`config.mk`:
```
export PLATFORM = sky130hd
export DESIGN_NAME = serial_tx
export DESIGN_NICKNAME = d
export VERILOG_FILES = /design/src/rtl/serial_pkg.sv /design/src/rtl/serial_tx_baud_gen.sv /design/src/rtl/serial_tx.sv
export SDC_FILE = /design/constraint.sdc
export NUM_CORES = 1
export LEC_CHECK = 0
export ABC_CLOCK_PERIOD_IN_PS = 2200
export CORE_MARGIN = 2
export CORE_UTILIZATION = 54
export CTS_BUF_LIST = sky130_fd_sc_hd__clkbuf_8
export DETAILED_ROUTE_END_ITERATION = 6
export PLACE_DENSITY = 0.77
export SYNTH_ARGS = -nofsm -noshare
export SYNTH_HDL_FRONTEND = slang
export SYNTH_HIERARCHICAL = 1
export SYNTH_SLANG_ARGS = --single-unit
```
`constraint.sdc`:
```
create_clock -name sysclk -period 2.2 [get_ports sysclk]
set_clock_uncertainty 0.1 [all_clocks]
set_input_delay 0.33 -clock sysclk [delete_from_list [all_inputs] [get_ports sysclk]]
set_output_delay 0.33 -clock sysclk [all_outputs]
set_load 0.05 [all_outputs]
```
`src/rtl/serial_pkg.sv`:
```
// Shared types and constants for the serial transmitter: FSM states, parity modes, line levels.
package serial_pkg;

    typedef enum logic [2:0] {
        IDLE,
        START,
        DATA,
        PAR,
        STOP
    } state_t;

    localparam int PAR_NONE = 0;
    localparam int PAR_ODD  = 1;
    localparam int PAR_EVEN = 2;

    localparam logic LINE_IDLE  = 1'b1;
    localparam logic LINE_START = 1'b0;
    localparam logic LINE_STOP  = 1'b1;

    // Even parity is the plain XOR; odd parity is its complement.
    function automatic logic parity_bit(input logic [7:0] d, input int mode);
        return (mode == PAR_ODD) ? ~(^d) : (^d);
    endfunction

endpackage

```
`src/rtl/serial_tx_baud_gen.sv`:
```
// Bit-time generator: counts 0..CLKS_PER_BIT-1 and pulses tick on the terminal count.
module baud_gen #(
    parameter int CLKS_PER_BIT = 10417
) (
    input  logic sysclk,
    input  logic rst,
    input  logic clear,
    output logic tick
);

    localparam int             CW = $clog2(CLKS_PER_BIT);
    localparam logic [CW-1:0]  TC = CW'(CLKS_PER_BIT - 1);

    logic [CW-1:0] cnt_q;
    logic [CW-1:0] cnt_d;

    always_comb begin
        tick = (cnt_q == TC);
        if (clear || tick) begin
            cnt_d = '0;
        end else begin
            cnt_d = cnt_q + CW'(1);
        end
    end

    always_ff @(posedge sysclk or posedge rst) begin
        if (rst) begin
            cnt_q <= '0;
        end else begin
            cnt_q <= cnt_d;
        end
    end

endmodule

```
`src/rtl/serial_tx.sv`:
```
// UART-style transmitter: start bit, 8 data bits LSB first, optional parity, 1 or 2 stop bits.
//
// state | meaning
// IDLE  | line high, status high, waiting for an armed start request
// START | driving the start bit (low) for one bit time
// DATA  | shifting out data bits 0..7
// PAR   | driving the parity bit (only when PARITY is not none)
// STOP  | driving the stop level for STOP_BITS bit times
module serial_tx
    import serial_pkg::*;
#(
    parameter int CLKS_PER_BIT = 10417,
    parameter int PARITY       = 0,
    parameter int STOP_BITS    = 1
) (
    input  logic       sysclk,
    input  logic       rst,
    input  logic [7:0] data,
    input  logic       start,
    output logic       cereal,
    output logic       status
);

    state_t     state_q,   state_d;
    logic [7:0] shift_q,   shift_d;
    logic [2:0] bit_idx_q, bit_idx_d;
    logic       stop_idx_q, stop_idx_d;
    logic       par_q,     par_d;
    logic       armed_q,   armed_d;
    logic       cereal_q,  cereal_d;
    logic       status_q,  status_d;

    logic tick;
    logic frame_done;
    logic accept;

    baud_gen #(
        .CLKS_PER_BIT(CLKS_PER_BIT)
    ) u_baud_gen (
        .sysclk(sysclk),
        .rst   (rst),
        .clear (accept),
        .tick  (tick)
    );

    // The last stop tick counts as idle so an armed request can follow with no gap.
    assign frame_done = (state_q == STOP) && tick && (stop_idx_q == 1'(STOP_BITS - 1));
    assign accept     = start && armed_q && ((state_q == IDLE) || frame_done);

    always_comb begin
        state_d    = state_q;
        shift_d    = shift_q;
        bit_idx_d  = bit_idx_q;
        stop_idx_d = stop_idx_q;
        par_d      = par_q;
        cereal_d   = cereal_q;
        status_d   = status_q;

        case (state_q)
            IDLE: begin
                cereal_d = LINE_IDLE;
                status_d = 1'b1;
            end
            START: begin
                if (tick) begin
                    state_d   = DATA;
                    bit_idx_d = 3'd0;
                    cereal_d  = shift_q[0];
                end
            end
            DATA: begin
                if (tick) begin
                    if (bit_idx_q == 3'd7) begin
                        if (PARITY != PAR_NONE) begin
                            state_d  = PAR;
                            cereal_d = par_q;
                        end else begin
                            state_d    = STOP;
                            stop_idx_d = 1'b0;
                            cereal_d   = LINE_STOP;
                        end
                    end else begin
                        bit_idx_d = bit_idx_q + 3'd1;
                        shift_d   = {1'b0, shift_q[7:1]};
                        cereal_d  = shift_q[1];
                    end
                end
            end
            PAR: begin
                if (tick) begin
                    state_d    = STOP;
                    stop_idx_d = 1'b0;
                    cereal_d   = LINE_STOP;
                end
            end
            STOP: begin
                if (frame_done) begin
                    state_d  = IDLE;
                    status_d = 1'b1;
                end else if (tick) begin
                    stop_idx_d = 1'b1;
                end
            end
            default: begin
                state_d  = IDLE;
                cereal_d = LINE_IDLE;
                status_d = 1'b1;
            end
        endcase

        if (accept) begin
            state_d  = START;
            shift_d  = data;
            par_d    = parity_bit(data, PARITY);
            cereal_d = LINE_START;
            status_d = 1'b0;
        end

        if (accept) begin
            armed_d = 1'b0;
        end else if (!start) begin
            armed_d = 1'b1;
        end else begin
            armed_d = armed_q;
        end
    end

    always_ff @(posedge sysclk or posedge rst) begin
        if (rst) begin
            state_q    <= IDLE;
            shift_q    <= '0;
            bit_idx_q  <= '0;
            stop_idx_q <= 1'b0;
            par_q      <= 1'b0;
            armed_q    <= 1'b0;
            cereal_q   <= LINE_IDLE;
            status_q   <= 1'b1;
        end else begin
            state_q    <= state_d;
            shift_q    <= shift_d;
            bit_idx_q  <= bit_idx_d;
            stop_idx_q <= stop_idx_d;
            par_q      <= par_d;
            armed_q    <= armed_d;
            cereal_q   <= cereal_d;
            status_q   <= status_d;
        end
    end

    assign cereal = cereal_q;
    assign status = status_q;

endmodule

```
# Word-level counts from Yosys, hierarchy flattened
# Index checks and enable logic that the tools add are counted.
# word_totals
reg_bits,32
inputBits,11
out_inout_bits,2
# op_classes
n_addsub,2
n_eq_ne,23
muxes,32
n_bitwise,1
reduce_logical,18
# op_table
op,n
$mux W8,4
$mux W3,9
$ne A3 B2 Y1 const B,5
$pmux W3 S5,1
$add A14 B1 Y14 const B,1
$eq A14 B14 Y1 const B,1
$mux W14,1
$ne A2 B2 Y1 const B,7
$mux W1,13
$reduce_and A6 Y1,2
$ne A2 B1 Y1 const B,5
$reduce_and A4 Y1,2
$eq A3 B2 Y1 const B,2
$eq A3 B3 Y1 const B,2
$pmux W3 S2,1
$reduce_bool A2 Y1,3
$logic_and A1 B1 Y1,4
$pmux W1 S4,1
$add A3 B1 Y3 const B,1
$eq A3 B1 Y1 const B,1
$logic_not A3 Y1,1
$pmux W1 S3,1
$reduce_and A3 Y1,1
$reduce_bool A3 Y1,1
5 further kinds,6

# Depth between registers and ports, before layout
# Gate-level depths: netlist of the first run.
# logic_depth
ltp_word,7
mapped_depth,12
depth_no_buf,9

# By module
# The synthesis of the first run kept the hierarchy.
# by_module_without_submodules
mod,n_inst,cells_per_inst,area_each_um2,seq_area_each_um2
serial_tx,1,105,1107.3,452.9
baud_gen,1,75,718.2,350.3

# Worst setup path after synthesis of the first run
# OpenSTA, ideal clock, no wires.
# synth_path
path_kind,reg2reg
startpoint,reg u_baud_gen.cnt_q[2]
endpoint,reg u_baud_gen.cnt_q[10]
arrival_time_ns,1.988
t_required_ns,1.981
path_slack_ns,-0.007
path_stages_with_launch,11
synth_period_minus_slack_ns,2.207
path_cell_list,dfrtp_1 or3_1 nor4_2 buf_6 nor2b_4 o21ai_2 inv_2 or2_1 buf_4 buf_6 nor2_1
# synth_via
elab_chain_len,7
elab_cells_between_ends,8
cone_classes,add/sub (1); eq/ne (1); mux (1); reduce/logical (5)
# synth_lines
element,line,source
"start, declared",serial_tx_baud_gen.sv:14,logic [CW-1:0] cnt_q;
"start signal, assigned",serial_tx_baud_gen.sv:30,cnt_q <= cnt_d;
$eq A14 B14 Y1,serial_tx_baud_gen.sv:18,tick = (cnt_q == TC);
named net tick,serial_tx.sv:33,logic tick;
$logic_and A1 B1 Y1 (2 in a row),serial_tx.sv:47,assign frame_done = (state_q == STOP) && tick && (stop_idx_q == 1'(STOP_BITS - 1));
$logic_or A1 B1 Y1,serial_tx.sv:48,assign accept = start && armed_q && ((state_q == IDLE) || frame_done);
$logic_and A1 B1 Y1,serial_tx.sv:48,
named net accept,serial_tx.sv:35,logic accept;
$logic_or A1 B1 Y1,serial_tx_baud_gen.sv:19,if (clear || tick) begin
$mux W14,serial_tx_baud_gen.sv:19,
named net u_baud_gen.cnt_d[10],serial_tx_baud_gen.sv:15,logic [CW-1:0] cnt_d;
# The timed path passes the listed nets, and every way through them passes these cells.
# A chain may end at the register's enable or synchronous reset.

# Final worst setup path of the first run
# layout_path
startpoint,reg u_baud_gen.cnt_q[2]
endpoint,reg bit_idx_q[0]
# layout_via
elab_chain_len,3
elab_cells_between_ends,4
cone_classes,eq/ne (3); reduce/logical (1)
# layout_lines
element,line,source
$eq A14 B14 Y1 *,serial_tx_baud_gen.sv:18,
named net tick,serial_tx.sv:33,
$ne A2 B2 Y1 (no line),-,
$reduce_and A4 Y1 (no line) *,-,
"end signal, assigned",serial_tx.sv:141,bit_idx_q <= bit_idx_d;
"end, declared",serial_tx.sv:26,"logic [2:0] bit_idx_q, bit_idx_d;"
# The timed path passes the listed nets; every way through them passes the cells marked *.

==> impl_metrics.yaml, run 1 <==
synth:
  synth_flop_cell: "dfrtp_1"
  ys_types: 46
  ys_seq_area_frac: 0.4400
  synth_area_leaders: "dfrtp_1, xnor2_1, nor2_1"
  syn-num-nets: 195
  synth-seq-cells: 32
  synth_top_area_cell: "dfrtp_1"
  synth_top_area_share: 0.4112
  synth_warnings: 6
  avgSynthCellArea_sq_um: 10.14
  synthCells: 180
  syn_area_sq_um: 1826
  synth_edf_count: 0
  async_flop_share: 1.000
finish:
  syn_to_final_growth_pct: 17.48
  drive_gt1_frac: 0.1931
  nets: 216
  fin_util: 0.6530
  antenna_cells: 0
  fillerInstances: 258
  register_area_sq_um: 803.3
  multi_input_area_sq_um: 910.9
die:
  rows: 21
  core_area_sq_um: 3284
  fp.dieW_um: 62.14
  ios: 13
  die_h_um: 62.14
  die_area_sq_um: 3861
  initial_core_util: 0.5558
pwr:
  powerDensity_nw_per_um2: 852.4
  ir_drop_uv: 542.3
  finalPower_mw: 1.828
  p_leak_nw: 0.9109
sta:
  whs_ns: 0.3097
  drv_slew: 0
  finalHoldViolCount: 0
  fin_tns_setup_ns: 0
  fmax_mhz: 475.2
  finalSetupViolCount: 0
  fin_crit_sh: 0.9565
  worstMarginPinSlew_ns: 0.6841
  min_period_ns: 2.104
  slew_headroom: 0.5434
job:
  drv_cap: 0
worst_setup_path:
  cp-start-kind: "flip-flop"
  cp-end-kind: "flip-flop"
  path_class: "flip-flop to flip-flop"
  required_ns: 2.26
  cp.arrival_ns: 2.17
  crit_fanout: 8
clock_network:
  path_clk_slew_ns: 0.06
  ctsLongestPathBuffers: 2
  cts.hold.buffers_added: 0
  tritoncts: "done"
  h-tree-depth: 2
  clkLatencyLatePin_ns: 0.28
  cts_sinks: 32
  cts_buffers: 5
  cts_root_buf: "clkbuf_8"
placement:
  dp_hpwl_um: 2559
  place.gp.congestion: 0.7874
  numPortBuffers: 12
detailed_routing:
  wl_per_cell_um: 14.59
  antenna_left: 0
  drc_errors: 0
  drtIter0Drc: 160
  totalWireLength_um: 3619
  first_pass_iters: 4
  viasPerCell: 5.766
  num_vias: 1430
global_routing:
  grt_pass1_vias: 1461
  antenna_found_initial: 0
  grtUsageTotal: 0.2124
  grt_pass1_wl_um: 6513
  grt_overflow: 0
  grt_max_degree: 20
worst_hold_path:
  hold_path.class: "input port to asynchronous set/reset pin"
outcome:
  outcome: "complete, no violations"
[path summary, 6_finish.rpt]
path                                               start  slack, ns                       endpoint  cells past startpoint
setup / recovery           u_baud_gen/cnt_q[2]$_DFF_PP0_        0.1       bit_idx_q[0]$_DFFE_PP0P_                      6
hold / removal                                       rst       0.31  u_baud_gen/cnt_q[3]$_DFF_PP0_                      2
setup reg to reg           u_baud_gen/cnt_q[2]$_DFF_PP0_        0.1       bit_idx_q[0]$_DFFE_PP0P_                      6
hold reg to reg                 bit_idx_q[1]$_DFFE_PP0P_       0.41       bit_idx_q[1]$_DFFE_PP0P_                      1
max in group asynchronous                            rst       1.18         shift_q[7]$_DFFE_PP0P_                      2
min in group sysclk             bit_idx_q[1]$_DFFE_PP0P_       0.41       bit_idx_q[1]$_DFFE_PP0P_                      1
[cell type report]
cell class | instances | area share
Clock buffer | 5 | 0.03209
Clock inverter | 3 | 0.005251
Inverter | 16 | 0.02800
Multi-Input combinational cell | 120 | 0.4247
Sequential cell | 32 | 0.3746
Tap cell | 46 | 0.02684
Timing Repair Buffer | 26 | 0.1085
[synth_stat cells (all sizes together) (4+ instances only)]
library cell,number
buf,9
dfrtp,30
ha,4
inv,16
nand2,4
nand3,14
nand4bb,4
nor2,23
nor4,4
o211ai,8
o21ai,7
o311ai,6
xnor2,11
[critical path: stages (launching register included)]
cell and delay, ns:
dfrtp_1 0.38, or3_1 0.41, nor4_4 0.36, buf_4 0.18, buf_6 0.14, o211ai_4 0.09
mux2_1 0.33
[state kept, by name (all words and copies together) (netlist names)]
| name | count |
|---|---|
| stop_idx_q | 1 |
| shift_q | 8 |
| bit_idx_q | 3 |
| state_q | 3 |
| u_baud_gen/cnt_q | 14 |
| status | 1 |
| armed_q | 1 |
| cereal | 1 |
[per-stage QoR]
stage | std cells | cell area (sq um) | setup slack, ns
4_1_cts | 244 | 2058 | 0.01308
2_1_floorplan | 180 | 1834 | 0.01974
3_3_place_gp | 236 | 1978 | 0.09718
6_report | 248 | 2145 | 0.09570
5_1_grt | 248 | 2145 | -0.004228
3_5_place_dp | 236 | 1978 | 0.01616
[where the power goes]
part / internal [mW] / switching, mW
registers: 0.752 / 0.108
logic: 0.265 / 0.302
clock network: 0.210 / 0.191
total: 1.23 / 0.601
[layer usage]
metal | up-vias | GRT usage | share of wire
met4 | 0 | 0.1111 | 0.022
met2 | 40 | 0.3424 | 0.48
met1 | 702 | 0.2691 | 0.45
met5 | - | 0 | 0
met3 | 7 | 0.04710 | 0.048
li1 | 681 | - | -
[cell families (layout without fill, tap and decap cells)]
kind of cell,after synthesis,after routing,synth area share
compound gates,34,34,0.1405
xor+xnor,12,12,0.05757
fa+ha+maj,4,4,0.02742
buf+inv,28,50,0.09252
flops,32,32,0.4400
mux,4,4,0.02399
simple gates,66,66,0.2180
[what timing repair did]
| item | 4_1_cts | 5_1_grt |
|---|---|---|
| buffers inserted | 0 | 4 |
| endpoints found under the setup margin | 0 | 25 |
| endpoints found under the hold margin | 0 | 0 |
| resized for setup | 0 | 9 |
[placed cells by master (no fill, tap or decap), types with 2 or more instances in the layout]
cell	count
clkdlybuf4s50_1	12
nor4_1	3
a211oi_2	2
dfstp_2	2
nor3_1	3
nand4bb_1	3
and4bb_2	2
xnor2_1	11
a21oi_1	2
inv_1	18
nand2_1	4
nor2b_4	2
dfrtp_1	30
nand3_1	14
mux2_1	3
o21ai_0	6
o211ai_1	7
buf_6	2
ha_1	4
nor2_1	22
a22oi_1	2
clkbuf_8	5
buf_4	12
and3_2	2
o31ai_1	2
o311ai_1	6
(Power assumes the default switching activity.)
==> run 2: changes to the inputs <==
--- a/config.mk
+++ b/config.mk
@@ -5,12 +5,14 @@
 export SDC_FILE = /design/constraint.sdc
 export NUM_CORES = 1
 export LEC_CHECK = 0
-export ABC_CLOCK_PERIOD_IN_PS = 2200
+export ABC_CLOCK_PERIOD_IN_PS = 2450
 export CORE_MARGIN = 2
 export CORE_UTILIZATION = 54
 export CTS_BUF_LIST = sky130_fd_sc_hd__clkbuf_8
+export CTS_CLUSTER_DIAMETER = 30
 export DETAILED_ROUTE_END_ITERATION = 6
-export PLACE_DENSITY = 0.77
+export GPL_TIMING_DRIVEN = 1
+export PLACE_DENSITY = 0.74
 export SYNTH_ARGS = -nofsm -noshare
 export SYNTH_HDL_FRONTEND = slang
 export SYNTH_HIERARCHICAL = 1
==> constraint.sdc (replaced) <==
create_clock -name sysclk -period 2.45 [get_ports sysclk]
set_clock_uncertainty 0.1 [all_clocks]
set_input_delay 0.3675 -clock sysclk [delete_from_list [all_inputs] [get_ports sysclk]]
set_output_delay 0.3675 -clock sysclk [all_outputs]
set_load 0.05 [all_outputs]
==> run 2 against run 1 <==
  * Combinational power is 28% lower
  * Worst hold slack better by 0.059 ns
  * Die area stayed put
  * Highest routed layer unchanged
==> impl_metrics.yaml, run 2 (synthesis results as in run 1) <==
outcome:
  outcome: "complete, no violations"
detailed_routing:
  antenna_left: 0
  viasPerCell: 5.735
  num_vias: 1365
  totalWireLength_um: 3424
  drc_errors: 0
  first_pass_iters: 5
  wl_per_cell_um: 14.39
  drtIter0Drc: 147
sta:
  min_period_ns: 2.288
  rsz0062_at_grt: "false"
  fin_crit_sh: 0.9339
  fin_tns_setup_ns: 0
  drv_slew: 0
  slew_headroom: 0.5365
  finalSetupViolCount: 0
  worstMarginPinSlew_ns: 0.6945
  fmax_mhz: 437.0
  whs_ns: 0.3689
  finalHoldViolCount: 0
finish:
  fillerInstances: 283
  final_common_cell: "dfrtp_1"
  reg_top3: "u_baud_gen/cnt_q (14), shift_q (8)"
  layout_common_cells: "dfrtp_1, nor2_1, inv_1, nand3_1, clkdlybuf4s50_1"
  syn_to_final_growth_pct: 10.35
  stdcell_area_sq_um: 2014
  nets: 206
  top_register: "u_baud_gen/cnt_q"
  drive_gt1_frac: 0.1354
  antenna_cells: 0
  fin_util: 0.6133
  largest_reg_flops: 14
global_routing:
  grtUsageTotal: 0.2013
  grt_max_degree: 20
  antenna_found_initial: 0
  grt_pass1_wl_um: 6272
  grt_overflow: 0
  grt_pass1_vias: 1424
die:
  fp.dieW_um: 62.14
  core_area_sq_um: 3284
  initial_core_util: 0.5558
  ios: 13
  die_area_sq_um: 3861
  rows: 21
  die_h_um: 62.14
worst_setup_path:
  critPathSlowestCell: "dfrtp_1"
  cp.arrival_ns: 2.32
  cp-start-kind: "flip-flop"
  required_ns: 2.48
  crit_path_max_incr_delay_ns: 0.43
  cp-end-kind: "flip-flop"
  crit_fanout: 12
  worstPathCellList: "or3_1 -> nor4_2 -> buf_4 -> nand4bb_1 -> nor2_1 -> o311ai_1"
  path_class: "flip-flop to flip-flop"
  worst_r2r_path_depth: 6
job:
  drv_cap: 0
pwr:
  ir_drop_uv: 363.0
  powerDensity_nw_per_um2: 793.6
  p_leak_nw: 0.8433
clock_network:
  cts.hold.buffers_added: 0
  cts_buffers: 5
  cts_sinks: 32
  h-tree-depth: 2
  clkLatencyLatePin_ns: 0.28
  ctsResizeCount: 0
  ctsLongestPathBuffers: 2
  tritoncts: "done"
  cts_root_buf: "clkbuf_8"
  path_clk_slew_ns: 0.06
  post_cts_buffers: 0
placement:
  place.gp.congestion: 0.8776
  placed_cell_area_sq_um: 1924
  dp_hpwl_um: 2436
  numPortBuffers: 12
worst_hold_path:
  hold_path.class: "input port to asynchronous set/reset pin"
[run 2: changes by cell type in the layout (fill, tap and decap cells not counted), sizes merged]
cell / delta
buf: -10
clkbuf: +1
inv: -1
[run 2: area by class of cell]
cell class | count | area, sq um | area share
clock buffer | 6 | 82.58 | 0.04099
clock inverter | 2 | 7.507 | 0.003727
inverter | 16 | 60.06 | 0.02981
multi-input combinational | 120 | 853.3 | 0.4236
sequential | 32 | 803.3 | 0.3988
tap | 46 | 57.56 | 0.02857
timing repair buffer | 16 | 150.1 | 0.07453
[run 2: worst paths after layout]
| path | from | to | slack [ns] |
|---|---|---|---|
| setup reg to reg | u_baud_gen/cnt_q[2]$_DFF_PP0_ | shift_q[5]$_DFFE_PP0P_ | 0.16 |
| setup / recovery | u_baud_gen/cnt_q[2]$_DFF_PP0_ | shift_q[5]$_DFFE_PP0P_ | 0.16 |
| max in group asynchronous | rst | shift_q[6]$_DFFE_PP0P_ | 1.37 |
| hold reg to reg | u_baud_gen/cnt_q[0]$_DFF_PP0_ | u_baud_gen/cnt_q[0]$_DFF_PP0_ | 0.41 |
| min in group sysclk | u_baud_gen/cnt_q[0]$_DFF_PP0_ | u_baud_gen/cnt_q[0]$_DFF_PP0_ | 0.41 |
| hold / removal | rst | u_baud_gen/cnt_q[4]$_DFF_PP0_ | 0.37 |
[run 2: stage by stage]
step | cells | total power [mW] | setup WS (ns)
CTS | 238 | 1.613 | 0.1687
global route | 238 | 1.710 | 0.007161
floorplan | 180 | 1.104 | 0.2432
detailed placement | 230 | 1.213 | 0.1770
global placement | 230 | 1.191 | 0.2545
finish | 238 | 1.599 | 0.1619
[run 2: metal layers]
metal / up-vias / wire, um / GRT usage
met3: 4 / 158 / 0.05254
met1: 668 / 1494 / 0.2446
met2: 33 / 1745 / 0.3546
met5: - / 0 / 0
li1: 660 / - / -
met4: 0 / 25 / 0.05556
[run 2: power by group]
group	switching (mW)	leakage, nW	total [mW]	internal, mW
logic	0.220	0.383	0.410	0.190
registers	0.115	0.407	0.790	0.675
clock network	0.178	0.0538	0.398	0.220
total	0.513	0.843	1.60	1.09
[run 2: critical path, delay by kind of cell, from the launching register on]
family	cells	cell delay, ns
simple gates	4	1.23
flops	1	0.43
buf+inv	1	0.24
compound gates	1	0.17
